$ cat src/rtl/bip_pkg.sv
// Shared definitions for the bip accumulator core: opcode values, FSM state encoding
// and the byte-count helper used to size the state dump.
package bip_pkg;

   localparam int unsigned OP_HLT  = 0;
   localparam int unsigned OP_STO  = 1;
   localparam int unsigned OP_LD   = 2;
   localparam int unsigned OP_LDI  = 3;
   localparam int unsigned OP_ADD  = 4;
   localparam int unsigned OP_ADDI = 5;
   localparam int unsigned OP_SUB  = 6;
   localparam int unsigned OP_SUBI = 7;

   typedef enum logic [2:0] {
      S_FETCH  = 3'd0,
      S_DECODE = 3'd1,
      S_EXEC   = 3'd2,
      S_WB     = 3'd3,
      S_DUMP   = 3'd4,
      S_DONE   = 3'd5
   } bip_state_e;

   function automatic int nbytes(input int w);
      return (w + 7) / 8;
   endfunction

endpackage

$ cat src/rtl/bip_dump_serializer.sv
// Streams a loaded snapshot LSB byte first over valid/ready; pulses done_o one cycle
// after the last byte is accepted. tx_data_o only changes on an accepted byte.
module bip_dump_serializer #(
   parameter int NB   = 4,
   parameter int CNTW = 3
) (
   input  logic            clk,
   input  logic            reset,
   input  logic            load_i,
   input  logic [8*NB-1:0] snap_i,
   input  logic [CNTW-1:0] nbytes_i,
   output logic [7:0]      tx_data_o,
   output logic            tx_valid_o,
   input  logic            tx_ready_i,
   output logic            done_o
);

   logic [8*NB-1:0] sh_q, sh_d;
   logic [CNTW-1:0] cnt_q, cnt_d;
   logic            vld_q, vld_d;
   logic            done_q, done_d;

   always_comb begin
      sh_d   = sh_q;
      cnt_d  = cnt_q;
      vld_d  = vld_q;
      done_d = 1'b0;
      if (load_i) begin
         sh_d  = snap_i;
         cnt_d = nbytes_i;
         vld_d = 1'b1;
      end else if (vld_q && tx_ready_i) begin
         if (cnt_q == CNTW'(1)) begin
            vld_d  = 1'b0;
            done_d = 1'b1;
         end else begin
            sh_d  = sh_q >> 8;
            cnt_d = cnt_q - CNTW'(1);
         end
      end
   end

   always_ff @(posedge clk) begin
      if (reset) begin
         sh_q   <= '0;
         cnt_q  <= '0;
         vld_q  <= 1'b0;
         done_q <= 1'b0;
      end else begin
         sh_q   <= sh_d;
         cnt_q  <= cnt_d;
         vld_q  <= vld_d;
         done_q <= done_d;
      end
   end

   assign tx_data_o  = sh_q[7:0];
   assign tx_valid_o = vld_q;
   assign done_o     = done_q;

endmodule

$ cat src/rtl/bip_core_dbg.sv
// Accumulator CPU core (FETCH/DECODE/EXEC/WB) that dumps ACC and PC as bytes on halt.
// Defining BIP_CYCLE_CNT_EN adds a saturating cycle counter appended to the dump.
module bip_core_dbg
   import bip_pkg::*;
#(
   parameter int AB  = 11,
   parameter int DB  = 16,
   parameter int OPW = 5,
   parameter int CW  = 32
) (
   input  logic          clk,
   input  logic          reset,
   output logic [AB-1:0] pm_addr,
   input  logic [DB-1:0] pm_data,
   output logic [AB-1:0] dm_addr,
   output logic [DB-1:0] dm_wdata,
   output logic          dm_we,
   output logic          dm_re,
   input  logic [DB-1:0] dm_rdata,
   input  logic          dbg_halt_req,
   output logic [7:0]    tx_data,
   output logic          tx_valid,
   input  logic          tx_ready,
   output logic          halted
);

   localparam int ACC_B = nbytes(DB);
   localparam int PC_B  = nbytes(AB);
`ifdef BIP_CYCLE_CNT_EN
   localparam int CYC_B = CW / 8;
`else
   localparam int CYC_B = 0;
`endif
   localparam int SNAP_B = ACC_B + PC_B + CYC_B;
   localparam int CNTW   = $clog2(SNAP_B + 1);

   bip_state_e          state_q, state_d;
   logic [AB-1:0]       pc_q, pc_d;
   logic [DB-1:0]       acc_q, acc_d;
   logic [OPW-1:0]      op_q, op_d;
   logic [AB-1:0]       opr_q, opr_d;
   logic [DB-1:0]       imm;
   logic                ser_load, ser_done;
   logic [8*SNAP_B-1:0] snap;

   assign imm      = {{(DB-AB){opr_q[AB-1]}}, opr_q};
   assign pm_addr  = pc_q;
   assign dm_wdata = acc_q;
   assign halted   = (state_q == S_DUMP) || (state_q == S_DONE);

`ifdef BIP_CYCLE_CNT_EN
   logic [CW-1:0] cyc_q, cyc_d;

   always_comb begin
      cyc_d = cyc_q;
      if (!halted && (cyc_q != '1)) cyc_d = cyc_q + 1'b1;
   end

   always_ff @(posedge clk) begin
      if (reset) cyc_q <= '0;
      else       cyc_q <= cyc_d;
   end
`endif

   // Snapshot is taken in the cycle that enters DUMP, so the counter includes that cycle.
   always_comb begin
      snap                 = '0;
      snap[DB-1:0]         = acc_q;
      snap[8*ACC_B +: AB]  = pc_q;
`ifdef BIP_CYCLE_CNT_EN
      snap[8*(ACC_B+PC_B) +: CW] = cyc_d;
`endif
   end

   always_comb begin
      state_d  = state_q;
      pc_d     = pc_q;
      acc_d    = acc_q;
      op_d     = op_q;
      opr_d    = opr_q;
      dm_we    = 1'b0;
      dm_re    = 1'b0;
      dm_addr  = '0;
      ser_load = 1'b0;
      case (state_q)
         S_FETCH: begin
            if (dbg_halt_req) begin
               state_d  = S_DUMP;
               ser_load = 1'b1;
            end else begin
               state_d = S_DECODE;
            end
         end
         S_DECODE: begin
            op_d    = pm_data[DB-1 -: OPW];
            opr_d   = pm_data[AB-1:0];
            state_d = S_EXEC;
         end
         S_EXEC: begin
            state_d = S_FETCH;
            pc_d    = pc_q + 1'b1;
            case (op_q)
               OPW'(OP_HLT): begin
                  state_d  = S_DUMP;
                  pc_d     = pc_q;
                  ser_load = 1'b1;
               end
               OPW'(OP_STO): begin
                  dm_we   = 1'b1;
                  dm_addr = opr_q;
               end
               OPW'(OP_LD), OPW'(OP_ADD), OPW'(OP_SUB): begin
                  dm_re   = 1'b1;
                  dm_addr = opr_q;
                  state_d = S_WB;
                  pc_d    = pc_q;
               end
               OPW'(OP_LDI):  acc_d = imm;
               OPW'(OP_ADDI): acc_d = acc_q + imm;
               OPW'(OP_SUBI): acc_d = acc_q - imm;
               default: ;
            endcase
         end
         S_WB: begin
            state_d = S_FETCH;
            pc_d    = pc_q + 1'b1;
            case (op_q)
               OPW'(OP_LD):  acc_d = dm_rdata;
               OPW'(OP_ADD): acc_d = acc_q + dm_rdata;
               OPW'(OP_SUB): acc_d = acc_q - dm_rdata;
               default: ;
            endcase
         end
         S_DUMP: begin
            if (ser_done) state_d = S_DONE;
         end
         S_DONE: ;
         default: state_d = S_FETCH;
      endcase
   end

   always_ff @(posedge clk) begin
      if (reset) begin
         state_q <= S_FETCH;
         pc_q    <= '0;
         acc_q   <= '0;
         op_q    <= '0;
         opr_q   <= '0;
      end else begin
         state_q <= state_d;
         pc_q    <= pc_d;
         acc_q   <= acc_d;
         op_q    <= op_d;
         opr_q   <= opr_d;
      end
   end

   bip_dump_serializer #(
      .NB   (SNAP_B),
      .CNTW (CNTW)
   ) u_ser (
      .clk        (clk),
      .reset      (reset),
      .load_i     (ser_load),
      .snap_i     (snap),
      .nbytes_i   (CNTW'(SNAP_B)),
      .tx_data_o  (tx_data),
      .tx_valid_o (tx_valid),
      .tx_ready_i (tx_ready),
      .done_o     (ser_done)
   );

endmodule
$ cat config.mk
export PLATFORM = sky130hd
export DESIGN_NAME = bip_core_dbg
export DESIGN_NICKNAME = d
export VERILOG_FILES = /design/src/rtl/bip_pkg.sv /design/src/rtl/bip_dump_serializer.sv /design/src/rtl/bip_core_dbg.sv
export SDC_FILE = /design/constraint.sdc
export NUM_CORES = 1
export LEC_CHECK = 0
export ABC_AREA = 1
export CELL_PAD_IN_SITES_DETAIL_PLACEMENT = 0
export CELL_PAD_IN_SITES_GLOBAL_PLACEMENT = 2
export CORE_AREA = 10 10 153 155
export DETAILED_ROUTE_END_ITERATION = 10
export DIE_AREA = 0 0 163 165
export GPL_TIMING_DRIVEN = 0
export HOLD_SLACK_MARGIN = 0.03
export PLACE_DENSITY_LB_ADDON = 0.1
export SLEW_MARGIN = 20
export SYNTH_ARGS = -nofsm -noshare
export SYNTH_HDL_FRONTEND = slang
export SYNTH_SLANG_ARGS = --single-unit
$ cat constraint.sdc
create_clock -name clk -period 3.27 [get_ports clk]
set_input_delay 0.8175 -clock clk [delete_from_list [all_inputs] [get_ports clk]]
set_output_delay 0.8175 -clock clk [all_outputs]
set_load 0.005 [all_outputs]
==> results of run 1 <==
==> flip-flops by register name, indices dropped and copies added, names as in the netlist <==
name	flops
u_ser.cnt_q	3
u_ser.done_o	1
op_q	5
u_ser.tx_valid_o	1
u_ser.sh_q	27
state_q	3
dm_wdata	16
pm_addr	11
opr_q	11
==> final timing paths <==
path	depth (start not counted)	to	slack, ps	start
worst max-delay path	7	dm_addr[5]	190	op_q[0]
worst min-delay path	2	u_ser.cnt_q[1]	460	u_ser.cnt_q[1]
worst max register to register	16	dm_wdata[7]	370	op_q[0]
worst min register to register	2	u_ser.cnt_q[1]	460	u_ser.cnt_q[1]
==> worst reg2reg max path, cell delays in order, from the launching register on <==
cell	delay (ps)
dfxtp_1	340
nor2_1	290
nand3_4	200
buf_4	220
nand2_1	70
xor2_1	140
inv_1	60
ha_1	320
nand2_1	150
inv_1	60
a21oi_1	170
nand2_2	130
xor2_1	190
o21ai_0	220
nand3_1	100
o211ai_1	90
inv_1	50
==> through the flow <==
| stage | cells | power (W) | cell area, um^2 | utilization |
|---|---|---|---|---|
| floorplan | 947 | 0.00369 | 6000 | - |
| global placement | 1302 | 0.00474 | 7190 | 0.357 |
| detailed placement | 1302 | 0.00471 | 7190 | 0.357 |
| CTS | 1324 | 0.00580 | 7590 | 0.376 |
| global route | 1330 | 0.00644 | 7780 | 0.386 |
| finish | 1330 | 0.00585 | 7780 | 0.386 |
==> synth_stat cells (all sizes together) <==
| cell type | count |
|---|---|
| nand2 | 226 |
| inv | 121 |
| a21oi | 114 |
| o21ai | 86 |
| dfxtp | 78 |
| nor2 | 69 |
| nand3 | 60 |
| ha | 35 |
| xor2 | 32 |
| nor3 | 29 |
| clkbuf | 21 |
| buf | 18 |
| a31oi | 15 |
| nand4 | 7 |
| a21o | 4 |
| nand3b | 4 |
| and2 | 3 |
| o211ai | 3 |
| o21a | 3 |
| o31ai | 3 |
| xnor2 | 3 |
| a32o | 2 |
| fa | 2 |
| nor4 | 2 |
| or2 | 2 |
| a211oi | 1 |
| a221oi | 1 |
| clkinv | 1 |
| o21bai | 1 |
| o221ai | 1 |
==> report_power, final <==
group	internal [W]	total (W)	switching (W)
registers	0.00113	0.00134	0.000211
logic	0.00128	0.00350	0.00222
clock network	0.000594	0.00102	0.000422
==> layer usage <==
| layer | global-route usage | up-vias |
|---|---|---|
| met4 | 0.0332 | 0 |
| li1 | - | 3347 |
| met2 | 0.271 | 103 |
| met1 | 0.213 | 2833 |
| met5 | 0 | - |
| met3 | 0.0311 | 16 |
==> repair_timing <==
item                                    CTS  global route
pin swaps                                17            20
buffers inserted                          6             6
endpoints found under the setup margin   20            21
resized for setup                        39            39
==> logic make-up after synthesis <==
group | Yosys count
xor gates and xnor gates | 35
adders and majority gates | 37
AOI/OAI and AO/OA | 234
and+or+nand+nor | 402
buffers and inverters | 161
DFF | 78
==> layout make-up <==
class                           instances  area (um^2)  share of cell area
Sequential cell                        78         1560               0.201
Clock inverter                          5         60.1             0.00772
Tap cell                              270          338              0.0434
Inverter                              122          462              0.0593
Clock buffer                           11          233              0.0299
Timing Repair Buffer                   97          936               0.120
Multi-Input combinational cell        708         3990               0.513
Buffer                                 39          200              0.0257
==> impl_metrics.py, run 1 <==
metrics = {
    "status": {
        "status": "finished clean",
    },
    "clocking": {
        "cts-buffers-inserted": 9,
        "clk_pin_slew_ps": 60,
        "cts-htree-levels": 3,
        "cts-root-buf": "clkbuf_16",
        "cts_hold_buf": 0,
        "cts_tree": "done",
        "insertion_delay_ps": 340,
        "clock-sinks": 78,
        "clockBufferDepth": 2,
    },
    "detailed_routing": {
        "met1_length_um": 10600,
        "drtIter0Drc": 303,
        "ant_nets": 0,
        "drt_wl_total_um": 21900,
        "drc": 0,
        "drt_first_pass_iters": 4,
        "top_layer": "met4",
        "vias_per_cell": 4.74,
        "wl_per_cell_um": 16.4,
        "vias": 6299,
        "met3_length_um": 851,
        "wl_met2_um": 10200,
    },
    "timing": {
        "layout_setup_ws_ps": 195,
        "drv_slew": 0,
        "grt_setup_unrepaired": "yes",
        "setup_viol": 0,
        "hold_violations": 0,
        "worst_slew_pin_slew_ps": 698,
        "fin_hold_ws_ps": 463,
        "fin_crit_ps": 3080,
        "relSlewSlack": 0.534,
        "max_freq_ghz": 0.325,
        "post-route-period-util": 0.940,
        "skew_ps": 8.85,
        "setup_tns_ps": 0,
    },
    "cells_and_area": {
        "final_nets": 1128,
        "syn2layout_area_growth_pct": 29.6,
        "final_cell_mix": "215 x nand2_1, 103 x inv_1, 102 x a21oi_1",
        "fill_cells": 2264,
        "layout_commonest_cell": "nand2_1",
        "antenna_cells": 0,
        "drive_gt1_frac": 0.117,
    },
    "placement": {
        "port-buffer-count": 85,
        "place_ws_ps": -920,
        "hpwl_um": 17900,
        "gp_congestion": 0.840,
    },
    "yosys": {
        "synth_area_leaders": "dfxtp_1 26%, nand2_1 14%, a21oi_1 9.4%, ha_1 7.3%, inv_1 6.9%",
        "ys_types": 42,
        "avgSynthCellArea_um2": 6.34,
        "yosysTopAreaCellShare": 0.260,
        "syn_area_mm2": 0.00600,
        "synthMuxAreaShare": 0,
        "syn_nets": 1020,
        "synth_top_family_by_area": "simple AND/OR/NAND/NOR gates",
        "synthCells": 947,
        "yosysWarnings": 0,
        "synth.largest_area_cell": "dfxtp_1",
        "synthAdderAreaFrac": 0.0796,
        "synth_compound_area_frac": 0.210,
        "synth_simple_gate_area_share": 0.289,
        "ys_ff_latch": 78,
        "synth_xor_xnor_area_share": 0.0511,
        "seq_area_frac_synth": 0.260,
    },
    "setup_path": {
        "crit_type": "register to output pin",
        "cpMaxStageDelayCell": "clkdlybuf4s50_1",
        "path_common_cell": "nor2_1",
        "slowest_delay_ps": 540,
        "worstSetupEndpointType": "output pin",
        "worst-path-buf-inv": 2,
        "cp.arrival_ps": 2260,
        "path_max_fanout": 10,
        "crit_chain": "nor2_1 > nand2_1 > o21ai_2 > nor2_1 > clkbuf_2 > nor3_1 > clkdlybuf4s50_1",
        "crit_required_ps": 2450,
        "cp_top_family": "buffers and inverters",
        "cp-start-kind": "register",
    },
    "grt": {
        "grt_pass1_vias": 6267,
        "overflow": 0,
        "grt_pass1_wl_um": 34600,
        "track_usage": 0.163,
        "antenna_found_initial": 0,
        "grt_max_degree": 14,
    },
    "power": {
        "irDropWorstVdd_uv": 381,
        "p_leak_nw": 3.32,
        "power_density_mw_per_mm2": 752,
    },
    "die": {
        "rows": 52,
        "initial_core_util": 0.298,
        "die_x_um": 163,
        "die_height_um": 165,
        "ios": 86,
        "coreArea_mm2": 0.0202,
        "die_area_mm2": 0.0269,
    },
    "run": {
        "drv_cap": 0,
    },
    "worst_hold_path": {
        "min_path_type": "register to register",
    },
}
No activity file was read; power rests on OpenSTA's default activity.
==> run 2, diff against run 1 <==
- CORE_AREA: 10 10 153 155 -> 10 10 158 160
- DIE_AREA: 0 0 163 165 -> 0 0 168 170
- SYNTH_HIERARCHICAL: not set -> 1
==> impl_metrics.py, run 2 <==
metrics = {
    "die": {
        "coreArea_mm2": 0.0217,
        "initial_core_util": 0.298,
        "die_area_mm2": 0.0286,
        "ios": 86,
        "rows": 54,
        "die_height_um": 170,
        "die_x_um": 168,
    },
    "placement": {
        "hpwl_um": 18400,
        "place_ws_ps": -766,
        "gp_congestion": 0.822,
        "port-buffer-count": 85,
    },
    "detailed_routing": {
        "vias_per_cell": 4.61,
        "vias": 6550,
        "drc": 0,
        "drt_first_pass_iters": 4,
        "drtIter0Drc": 308,
        "ant_nets": 0,
        "wl_per_cell_um": 15.8,
        "drt_wl_total_um": 22500,
    },
    "status": {
        "status": "finished clean",
    },
    "cells_and_area": {
        "top_register": "u_ser/sh_q",
        "layout_commonest_cell": "nand2_1",
        "largest_register_ffs": 32,
        "final_cell_mix": "268 x nand2_1, 117 x nor2_1, 105 x inv_1",
        "final_nets": 1210,
        "antenna_cells": 0,
        "drive_gt1_frac": 0.101,
        "syn2layout_area_growth_pct": 27.3,
    },
    "setup_path": {
        "crit_type": "register to output pin",
        "crit_chain": "nor2_4 > inv_2 > nor2_8 > inv_2 > o21ai_2 > a31oi_1 > clkbuf_4 > nor3_1 > clkdlybuf4s50_1",
        "path_max_fanout": 10,
        "slowest_delay_ps": 530,
        "crit_required_ps": 2450,
        "cp_top_family": "buffers and inverters",
        "cpMaxStageDelayCell": "clkdlybuf4s50_1",
        "cp-start-kind": "register",
        "cp.arrival_ps": 2240,
        "worstSetupEndpointType": "output pin",
        "path_common_cell": "inv_2",
        "worst-path-buf-inv": 4,
    },
    "yosys": {
        "postSynth.asyncResetShare": 0,
        "synthFlopType": "dfxtp_1",
        "syn_area_mm2": 0.00646,
        "yosysTopAreaCellShare": 0.257,
        "synth_area_leaders": "dfxtp_1 26%, nand2_1 16%, a21oi_1 7.4%, nor2_1 6.9%, ha_1 6.8%",
        "synth.largest_area_cell": "dfxtp_1",
        "avgSynthCellArea_um2": 6.27,
        "ys_types": 48,
        "ys_ff_latch": 83,
        "synth_edf_count": 0,
        "synthCells": 1031,
        "yosys-top-cells-count": "272 x nand2_1, 118 x nor2_1, 108 x inv_1",
        "yosysWarnings": 6,
        "seq_area_frac_synth": 0.257,
        "yosysMostFrequentCell": "nand2_1",
    },
    "grt": {
        "track_usage": 0.154,
        "antenna_found_initial": 0,
        "grt_pass1_vias": 6464,
        "overflow": 0,
        "grt_pass1_wl_um": 35600,
        "grt_max_degree": 17,
    },
    "power": {
        "fin_total_pwr_w": 0.00516,
        "p_leak_nw": 3.75,
        "power_density_mw_per_mm2": 627,
        "irDropWorstVdd_uv": 231,
    },
    "timing": {
        "skew_ps": 8.44,
        "hold_violations": 0,
        "layout_setup_ws_ps": 213,
        "worst_slew_pin_slew_ps": 580,
        "setup_viol": 0,
        "relSlewSlack": 0.613,
        "grt_setup_unrepaired": "yes",
        "fin_hold_ws_ps": 466,
        "max_freq_ghz": 0.327,
        "drv_slew": 0,
        "fin_crit_ps": 3060,
        "setup_tns_ps": 0,
        "post-route-period-util": 0.935,
    },
    "clocking": {
        "cts_tree": "done",
        "cts-buffers-inserted": 9,
        "insertion_delay_ps": 350,
        "clock-sinks": 83,
        "cts-htree-levels": 3,
        "clockBufferDepth": 2,
        "clk_pin_slew_ps": 70,
        "cts_hold_buf": 0,
        "cts-root-buf": "clkbuf_16",
    },
    "worst_hold_path": {
        "min_path_type": "register to register",
    },
    "run": {
        "drv_cap": 0,
    },
}
## run 2: cell count changes after synthesis, moves of 6 or more
cell,previous run,this run
a21oi_1,113,95
a31oi_1,15,2
clkbuf_1,21,15
nand2_1,224,272
nor2_1,62,118
xor2_1,32,26
## run 2: power by group
part           internal, W  switching (W)
Clock             0.000686       0.000503
Sequential         0.00120       0.000177
Combinational      0.00101        0.00158
## run 2: kinds of logic (layout without fill, tap and decap cells)
logic type / after synthesis / after routing / synth area share
flops: 83 / 83 / 0.257
fa+ha+maj: 37 / 37 / 0.0740
simple gates: 506 / 506 / 0.337
other cells: 2 / 8 / 0.00116
xor+xnor: 33 / 33 / 0.0447
buf+inv: 159 / 264 / 0.107
compound gates: 211 / 211 / 0.178
## run 2: per-stage QoR
stage | std cells | util | cell area (um^2)
6_report | 1422 | 0.379 | 8220
5_1_grt | 1422 | 0.379 | 8220
4_1_cts | 1421 | 0.375 | 8130
3_5_place_dp | 1402 | 0.354 | 7680
3_3_place_gp | 1402 | 0.354 | 7680
2_1_floorplan | 1037 | - | 6480
## run 2: layout make-up
| class | instances | area (um^2) |
|---|---|---|
| Multi-Input combinational cell | 795 | 4300 |
| Timing Repair Buffer | 90 | 883 |
| Buffer | 40 | 249 |
| Inverter | 118 | 445 |
| Tap cell | 280 | 350 |
| Clock inverter | 7 | 106 |
| Sequential cell | 83 | 1660 |
| Fill cell | 2476 | 13500 |
| Clock buffer | 9 | 225 |
## run 2: routing by layer
metal / vias to the layer above / global-route usage / part of all wire
li1: 3548 / - / -
met1: 2899 / 0.214 / 0.51
met2: 93 / 0.246 / 0.45
met3: 10 / 0.0258 / 0.035
met4: 0 / 0.0307 / 0.0065
met5: - / 0 / 0
## run 2: final timing paths
path / slack (ps) / end / start / depth (start not counted)
worst max-delay path: 210 / dm_addr[1] / op_q[4] / 9
worst min-delay path: 470 / u_ser/sh_q[26] / u_ser/sh_q[26] / 2
worst max register to register: 300 / dm_wdata[14] / op_q[2] / 16
worst min register to register: 470 / u_ser/sh_q[26] / u_ser/sh_q[26] / 2
## run 2: timing repair
item / 4_1_cts / 5_1_grt
endpoints found under the setup margin: 18 / 19
resized for setup: 30 / 23
setup buffers: 3 / 2
pin swaps: 8 / 10
## run 2: worst reg2reg max path: cells and delay by family, from the launching register on
family,cells,cell delay [ps]
AND/OR/NAND/NOR,9,1230
buffers and inverters,3,410
adder cells (fa/ha/maj),1,420
flip-flops,1,370
AO/OA/AOI/OAI,3,430
